--- config.mk ---
export PLATFORM = sky130hd
export DESIGN_NAME = alu_bank_2b
export DESIGN_NICKNAME = d
export VERILOG_FILES = /design/src/rtl/alu_bank_2b.sv
export SDC_FILE = /design/constraint.sdc
export NUM_CORES = 2
export LEC_CHECK = 0
export ABC_AREA = 1
export ABC_CLOCK_PERIOD_IN_PS = 27100
export BUFFER_PORTS_ARGS = -buffer_cell sky130_fd_sc_hd__buf_2
export CAP_MARGIN = 15
export CORE_AREA = 2 2 604 606
export CTS_BUF_LIST = sky130_fd_sc_hd__clkbuf_8
export CTS_CLUSTER_DIAMETER = 150
export DETAILED_ROUTE_END_ITERATION = 8
export DIE_AREA = 0 0 606 608
export GPL_TIMING_DRIVEN = 0
export HOLD_SLACK_MARGIN = 0.03
export PLACE_DENSITY = 0.3
export SLEW_MARGIN = 30
export SYNTH_ARGS = -nofsm -noshare
export SYNTH_HDL_FRONTEND = slang
export SYNTH_SLANG_ARGS = --single-unit
--- constraint.sdc ---
create_clock -name clk -period 27.1 [get_ports clk]
set_clock_uncertainty 0.05 [all_clocks]
set_input_delay 0 -clock clk [delete_from_list [all_inputs] [get_ports clk]]
set_output_delay 0 -clock clk [all_outputs]
set_load 0.005 [all_outputs]
--- src/rtl/alu_bank_2b.sv ---
// Eight-lane 16-bit ALU stage with a one-deep skid buffer in front of the result register.
// Each lane applies its own packed action to operand A/B; results leave in acceptance order.
module alu_bank_2b #(
    parameter int STAGE_ID = 0,
    parameter int ACT_LEN  = 25,
    parameter int width_2B = 16
) (
    input  logic           clk,
    input  logic           rst,
    input  logic           alu_in_valid,
    input  logic [127:0]   alu_in_2B_1,
    input  logic [127:0]   alu_in_2B_2,
    input  logic [255:0]   phv_remain_data,
    input  logic [624:0]   action_in,
    input  logic           action_in_valid,
    output logic           ready_out,
    output logic           res_valid,
    output logic [127:0]   res_2B,
    output logic [255:0]   res_remain,
    input  logic           ready_in,
    output logic [31:0]    phv_cnt
);

    localparam int N_CONT = 8;
    localparam int OP_W   = 4;

    typedef enum logic [1:0] {
        ST_EMPTY = 2'd0,
        ST_ONE   = 2'd1,
        ST_TWO   = 2'd2
    } state_t;

    // Immediate forms take their operand from B, so every op reduces to A, B, A+B or A-B.
    function automatic logic [15:0] alu_op(
        input logic [3:0]  op,
        input logic [15:0] a,
        input logic [15:0] b,
        input logic        act_valid
    );
        logic [15:0] r;
        r = a;
        if (act_valid) begin
            case (op)
                4'b0001: r = a + b;
                4'b0010: r = a - b;
                4'b1001: r = a + b;
                4'b1010: r = a - b;
                4'b1110: r = b;
                default: r = a;
            endcase
        end else begin
            r = a;
        end
        return r;
    endfunction

    state_t         state_q, state_d;
    logic           ready_out_q, ready_out_d;
    logic           res_valid_q, res_valid_d;
    logic [127:0]   out_res_q, out_res_d;
    logic [255:0]   out_rem_q, out_rem_d;
    logic [127:0]   skid_res_q, skid_res_d;
    logic [255:0]   skid_rem_q, skid_rem_d;
    logic [31:0]    phv_cnt_q, phv_cnt_d;

    logic [127:0]   alu_res_s;
    logic           accept_s;
    logic           transfer_s;
    logic           unused_s;

    assign accept_s   = alu_in_valid && ready_out_q;
    assign transfer_s = res_valid_q && ready_in;

    // Only the opcode field of each container action is decoded; the rest is carried for width only.
    assign unused_s = (^action_in) ^ (STAGE_ID == 32'sd0) ^ (ACT_LEN == 32'sd0)
                      ^ (width_2B == 32'sd0);

    // Per-container ALU evaluation on the incoming operand beat.
    always_comb begin
        alu_res_s = 128'd0;
        for (int i = 0; i < N_CONT; i++) begin
            alu_res_s[i*16 +: 16] = alu_op(
                action_in[(i+2)*ACT_LEN-1 -: OP_W],
                alu_in_2B_1[i*16 +: 16],
                alu_in_2B_2[i*16 +: 16],
                action_in_valid
            );
        end
    end

    // Occupancy state machine steering new beats into the output or skid register.
    always_comb begin
        state_d    = state_q;
        out_res_d  = out_res_q;
        out_rem_d  = out_rem_q;
        skid_res_d = skid_res_q;
        skid_rem_d = skid_rem_q;
        case (state_q)
            ST_EMPTY: begin
                if (accept_s) begin
                    state_d   = ST_ONE;
                    out_res_d = alu_res_s;
                    out_rem_d = phv_remain_data;
                end else begin
                    state_d = ST_EMPTY;
                end
            end
            ST_ONE: begin
                if (accept_s && transfer_s) begin
                    state_d   = ST_ONE;
                    out_res_d = alu_res_s;
                    out_rem_d = phv_remain_data;
                end else if (accept_s) begin
                    state_d    = ST_TWO;
                    skid_res_d = alu_res_s;
                    skid_rem_d = phv_remain_data;
                end else if (transfer_s) begin
                    state_d = ST_EMPTY;
                end else begin
                    state_d = ST_ONE;
                end
            end
            ST_TWO: begin
                // ready_out is low here, so accept_s cannot be set.
                if (transfer_s) begin
                    state_d   = ST_ONE;
                    out_res_d = skid_res_q;
                    out_rem_d = skid_rem_q;
                end else begin
                    state_d = ST_TWO;
                end
            end
            default: begin
                state_d = ST_EMPTY;
            end
        endcase
    end

    // Handshake flags follow the next state so they change on the same edge as it.
    always_comb begin
        ready_out_d = 1'b1;
        res_valid_d = 1'b0;
        if (state_d == ST_TWO) begin
            ready_out_d = 1'b0;
        end else begin
            ready_out_d = 1'b1;
        end
        if (state_d == ST_EMPTY) begin
            res_valid_d = 1'b0;
        end else begin
            res_valid_d = 1'b1;
        end
    end

    // Transfer counter, wrapping naturally at 32 bits.
    always_comb begin
        phv_cnt_d = phv_cnt_q;
        if (transfer_s) begin
            phv_cnt_d = phv_cnt_q + 32'd1;
        end else begin
            phv_cnt_d = phv_cnt_q;
        end
    end

    // State, data and counter registers.
    always_ff @(posedge clk or posedge rst) begin
        if (rst) begin
            state_q     <= ST_EMPTY;
            ready_out_q <= 1'b1;
            res_valid_q <= 1'b0;
            out_res_q   <= 128'd0;
            out_rem_q   <= 256'd0;
            skid_res_q  <= 128'd0;
            skid_rem_q  <= 256'd0;
            phv_cnt_q   <= 32'd0;
        end else begin
            state_q     <= state_d;
            ready_out_q <= ready_out_d;
            res_valid_q <= res_valid_d;
            out_res_q   <= out_res_d;
            out_rem_q   <= out_rem_d;
            skid_res_q  <= skid_res_d;
            skid_rem_q  <= skid_rem_d;
            phv_cnt_q   <= phv_cnt_d;
        end
    end

    assign ready_out  = ready_out_q;
    assign res_valid  = res_valid_q;
    assign res_2B     = out_res_q;
    assign res_remain = out_rem_q;
    assign phv_cnt    = phv_cnt_q;

endmodule
==> results.md <==
- The met2 track utilization from global routing is 23.9%.
- The via count normalized by instance count is 3.77.
- The placement-stage worst setup slack is 22.76 ns.
- Counting every sink on the clock net gives 804.
- The number of antenna violations at the first check in global routing is 112.
- The first global-routing pass estimated 389000 um of wire.
- Data on the critical path is required at its endpoint by 27.86 ns.
- The remaining design rule violation count is 0.
- Measured along the y axis, the die boundary spans 608 um.
- The startpoint type of the worst setup path is an input port.
- Synthesis produced a netlist whose cell count is 6472.
- The starting density of the core is 12.8%.
- Among the stages of the critical path, the cell type that occurs most often is sky130_fd_sc_hd__nand2_1.
- In the layout the commonest cells are 2326 x sky130_fd_sc_hd__nand2_1, 1091 x sky130_fd_sc_hd__dlygate4sd3_1, 1072 x sky130_fd_sc_hd__buf_2.
- The number of global-route vias before repair was 52.9k.
- The overall track demand over capacity in global routing is 14.5%.
- Setup violations remaining at the end of the flow were counted as 0.
- The global routing usage on met1 is 17.7%.
- The synthesized design contains 804 register bits.
- Timing would allow up to 223 MHz.
- The first detailed-routing pass took 5 iterations.
- The layout overhead on the synthesized area is 55.8%.
- No sink is reached through more buffers than the 4 on the longest clock path.
- The instance area after placement is 0.0576 sq mm.
- The post-synthesis area per instance is 7.15 sq um.
- Summing all multi-input logic gate instances after layout gives 0.0221 sq mm.
- The layout has 41.4k filler cells.
- For this run the aggregate overflow at the end of global routing stands at 0.
- The kind of cell with the highest combined delay on the critical path is buffers and inverters.
- The critical path goes through dlygate4sd3_1, buf_2, nor2_1, nand2_1, o21ai_0, o21ai_0, a21oi_1, xor2_1, ha_1, nand2_1, a21oi_1, nor2_1, nand2_1, a21oi_1, nand2_1, nand3_1, nand2_1, dlygate4sd3_1, nand2_1, nand3_1, dlygate4sd3_1, nand2_1, dlygate4sd3_1, nand2_1.
- The path type of the worst min-delay path is input port to flip-flop.
- After synthesis, flip-flops and latches occupy 43.5% of the total area.
- The prevailing post-synth register cell is sky130_fd_sc_hd__dfrtp_1.
- The share of flip-flops with an asynchronous set or reset is 100%.
- The library cell contributing the largest single delay on the critical path is sky130_fd_sc_hd__o21ai_0.
- The setup slack after layout is 22.62 ns.
- The final total power is 0.00667 W.
- The area of the core is 0.362 sq mm.
- TritonCTS built the clock tree.
- The starting DRC count in detailed routing is 2694.
- The actual transition at the worst max-transition pin is 0.974 ns.
- Power spread over the standard cell area amounts to 92.5 mW/mm^2.
- Of all nets on the critical path, the largest fanout is 5.
- The fraction of synthesized cell area taken by the top area cell type is 43.4%.
- The routed length per instance is 20.1 um.
- For this design the static power due to leakage is 34.9 nW.
- The number of synthesis warnings is 0.
- In this run, synthesis inferred 0 flip-flops with an integrated enable.
- The final clock period utilization by the worst path is 16.5%.
- The cell area after synthesis is 0.0463 sq mm.
- After clock tree synthesis, the setup repair step added 0 buffers.
- The final layout contains routed wiring with a total length of 275000 um.
- The TritonCTS buffer count is 172.
- The post-layout minimum cycle time is 4.48 ns.
- The horizontal extent of the die is 606 um.
- The number of nets with antenna violations after routing is 0.
- The tool flagged a number of max-cap violations equal to 0.
- The clock root buffer master is sky130_fd_sc_hd__clkbuf_8.
- Setup repair after global routing left no endpoint under its margin.
- The H-tree depth is 4.
- Across the whole layout, storage elements account for 0.0201 sq mm.
- The later pin in the worst-skew pair is clocked with a latency of 0.96 ns.
- Summing over every cut layer, the via total after detailed routing is 51.6k.
- In this run the most used layer during global routing was met2.
- The maximum ir drop on the vdd rail is 36.4 uV.
- The sum of net half-perimeters after detailed placement is 221000 um.
- Input and output buffers added on the ports amount to 966.
- The synthesized netlist net count is 7753.
- The synthesized netlist contains 40 unique library cells.
- Row generation in the floorplan step produced 221 rows.
- The count of cells resized by post-cts repair is 0.
- Clock-pin slew was measured on the worst setup and hold paths at 0.05 ns.
- The die area is 0.368 sq mm.
- The final layout contains 10.0k nets.
- The library cell used most frequently in the layout, excluding fill and tap cells, is sky130_fd_sc_hd__nand2_1.
- The worst-case headroom to the max-slew limit is 34.6%.
- The flow ran to the end, and the final reports show no timing, DRC or antenna violations.
- The number of hold violations in the final report is 0.
- The post-cts hold buffer count is 1091.
- The dominant cell type by area after synthesis is sky130_fd_sc_hd__dfrtp_1.
- The share of post-route cells with drive strength above 1 is 16.0%.
- The congestion estimate from routability-driven global placement came to 0.846.
- With fillers left out, the area of the finished cells amounts to 0.0720 sq mm.
- The critical path arrival is 5.24 ns.
- STA classifies the critical path endpoint as a flip-flop.
- The critical path is of the input port to flip-flop type.
- The total buffers and inverters traversed by the critical path is 5.
- The final max-slew violation count was 0.
- In the global route stage, met3 resource usage came out at 5.21%.
- By area the synthesized netlist is led by sky130_fd_sc_hd__dfrtp_1 43%, sky130_fd_sc_hd__nand2_1 19%, sky130_fd_sc_hd__o21ai_0 9.2%, sky130_fd_sc_hd__inv_1 5.8%, sky130_fd_sc_hd__ha_1 3.5%.
- The number of primary I/O pins is 1560.
- The largest net degree at the start of global routing is 79.
- For this run, the slowest stage of the critical path takes 0.64 ns.
flip-flops by register name, indices dropped and copies added (netlist names):
| register | flops |
|---|---|
| res_remain | 256 |
| skid_rem_q | 256 |
| res_2B | 128 |
| skid_res_q | 128 |
| phv_cnt | 32 |
| state_q | 2 |
| ready_out | 1 |
| res_valid | 1 |
synthesized netlist by cell type, types with 5 or more instances:
library cell and n:
sky130_fd_sc_hd__nand2_1 2326, sky130_fd_sc_hd__o21ai_0 853, sky130_fd_sc_hd__dfrtp_1 803, sky130_fd_sc_hd__inv_1 720, sky130_fd_sc_hd__a21oi_1 273, sky130_fd_sc_hd__o21ai_1 272
sky130_fd_sc_hd__nand3_1 226, sky130_fd_sc_hd__nor2_1 216, sky130_fd_sc_hd__clkbuf_1 152, sky130_fd_sc_hd__ha_1 131, sky130_fd_sc_hd__xor2_1 107, sky130_fd_sc_hd__buf_2 104
sky130_fd_sc_hd__xnor2_1 39, sky130_fd_sc_hd__nor3_1 31, sky130_fd_sc_hd__buf_4 25, sky130_fd_sc_hd__or2_2 24, sky130_fd_sc_hd__nand4_1 23, sky130_fd_sc_hd__o22ai_1 20
sky130_fd_sc_hd__a22o_1 16, sky130_fd_sc_hd__o31ai_1 16, sky130_fd_sc_hd__a21o_1 12, sky130_fd_sc_hd__clkinv_1 10, sky130_fd_sc_hd__nand3b_1 9, sky130_fd_sc_hd__buf_1 8
sky130_fd_sc_hd__fa_1 8, sky130_fd_sc_hd__o21a_1 8, sky130_fd_sc_hd__o21bai_1 8, sky130_fd_sc_hd__inv_2 6, sky130_fd_sc_hd__a32oi_1 5, sky130_fd_sc_hd__nor4_1 5
layer usage:
metal	up-vias	share of wire, %
li1	25300	-
met1	24400	43
met2	1414	45
met3	396	8.9
met4	102	2.8
met5	-	0.24
cell type report:
| type | count | share of cell area [%] |
|---|---|---|
| multi-input combinational | 4643 | 30.6 |
| sequential | 804 | 27.9 |
| timing repair buffer | 2075 | 22.5 |
| tap | 4794 | 8.33 |
| clock buffer | 214 | 4.09 |
| inverter | 736 | 3.85 |
| buffer | 289 | 1.86 |
| clock inverter | 83 | 0.611 |
| antenna | 55 | 0.191 |
through the flow:
| stage | hold slack, ns | cells | setup TNS, ns | util (%) |
|---|---|---|---|---|
| 2_1_floorplan | 0.0710 | 6472 | 0 | - |
| 3_3_place_gp | 0.176 | 12200 | -7304.58 | 15.8 |
| 3_5_place_dp | 0.0329 | 12300 | 0 | 15.9 |
| 4_1_cts | 0.0321 | 13600 | 0 | 19.9 |
| 5_1_grt | 0.0877 | 13700 | 0 | 19.9 |
| 6_report | 0.0911 | 13700 | 0 | 19.9 |
worst register-to-register path, delay by kind of cell (launching register included):
family                   cells  cell delay [ns]
AO/OA/AOI/OAI                1             0.09
AND/OR/NAND/NOR              3             0.67
buffers and inverters        5             2.45
flip-flops                   1             0.53
adder cells (fa/ha/maj)      1             0.16
worst paths after layout:
path | from | endpoint | slack (ns) | cells after the start
min | phv_remain_data[54] | skid_rem_q[54] | 0.09 | 4
min reg2reg | res_2B[8] | res_2B[8] | 0.42 | 2
max reg2reg | ready_out | skid_res_q[78] | 23.05 | 10
max in group asynchronous | rst | skid_res_q[86] | 24.27 | 9
min in group asynchronous | rst | phv_cnt[17] | 0.25 | 4
max | alu_in_2B_2[101] | res_2B[111] | 22.62 | 24
cells by family (layout without fill, tap and decap cells):
kind of cell	after synthesis	after routing	share of synthesized area, %
other	0	55	0
buffers and inverters	1025	3397	8.80
and+or+nand+nor	2868	2868	24.4
adders and majority gates	139	139	3.89
DFF	804	804	43.5
AOI/OAI and AO/OA	1490	1490	16.6
xor gates and xnor gates	146	146	2.76
power by group:
group,switching (W),internal (W),total [W]
Clock,0.000639,0.000728,0.00137
Combinational,0.00215,0.00106,0.00321
Sequential,0.000297,0.00180,0.00209
Total,0.00309,0.00358,0.00667
Power figures use the tool's default switching activity.
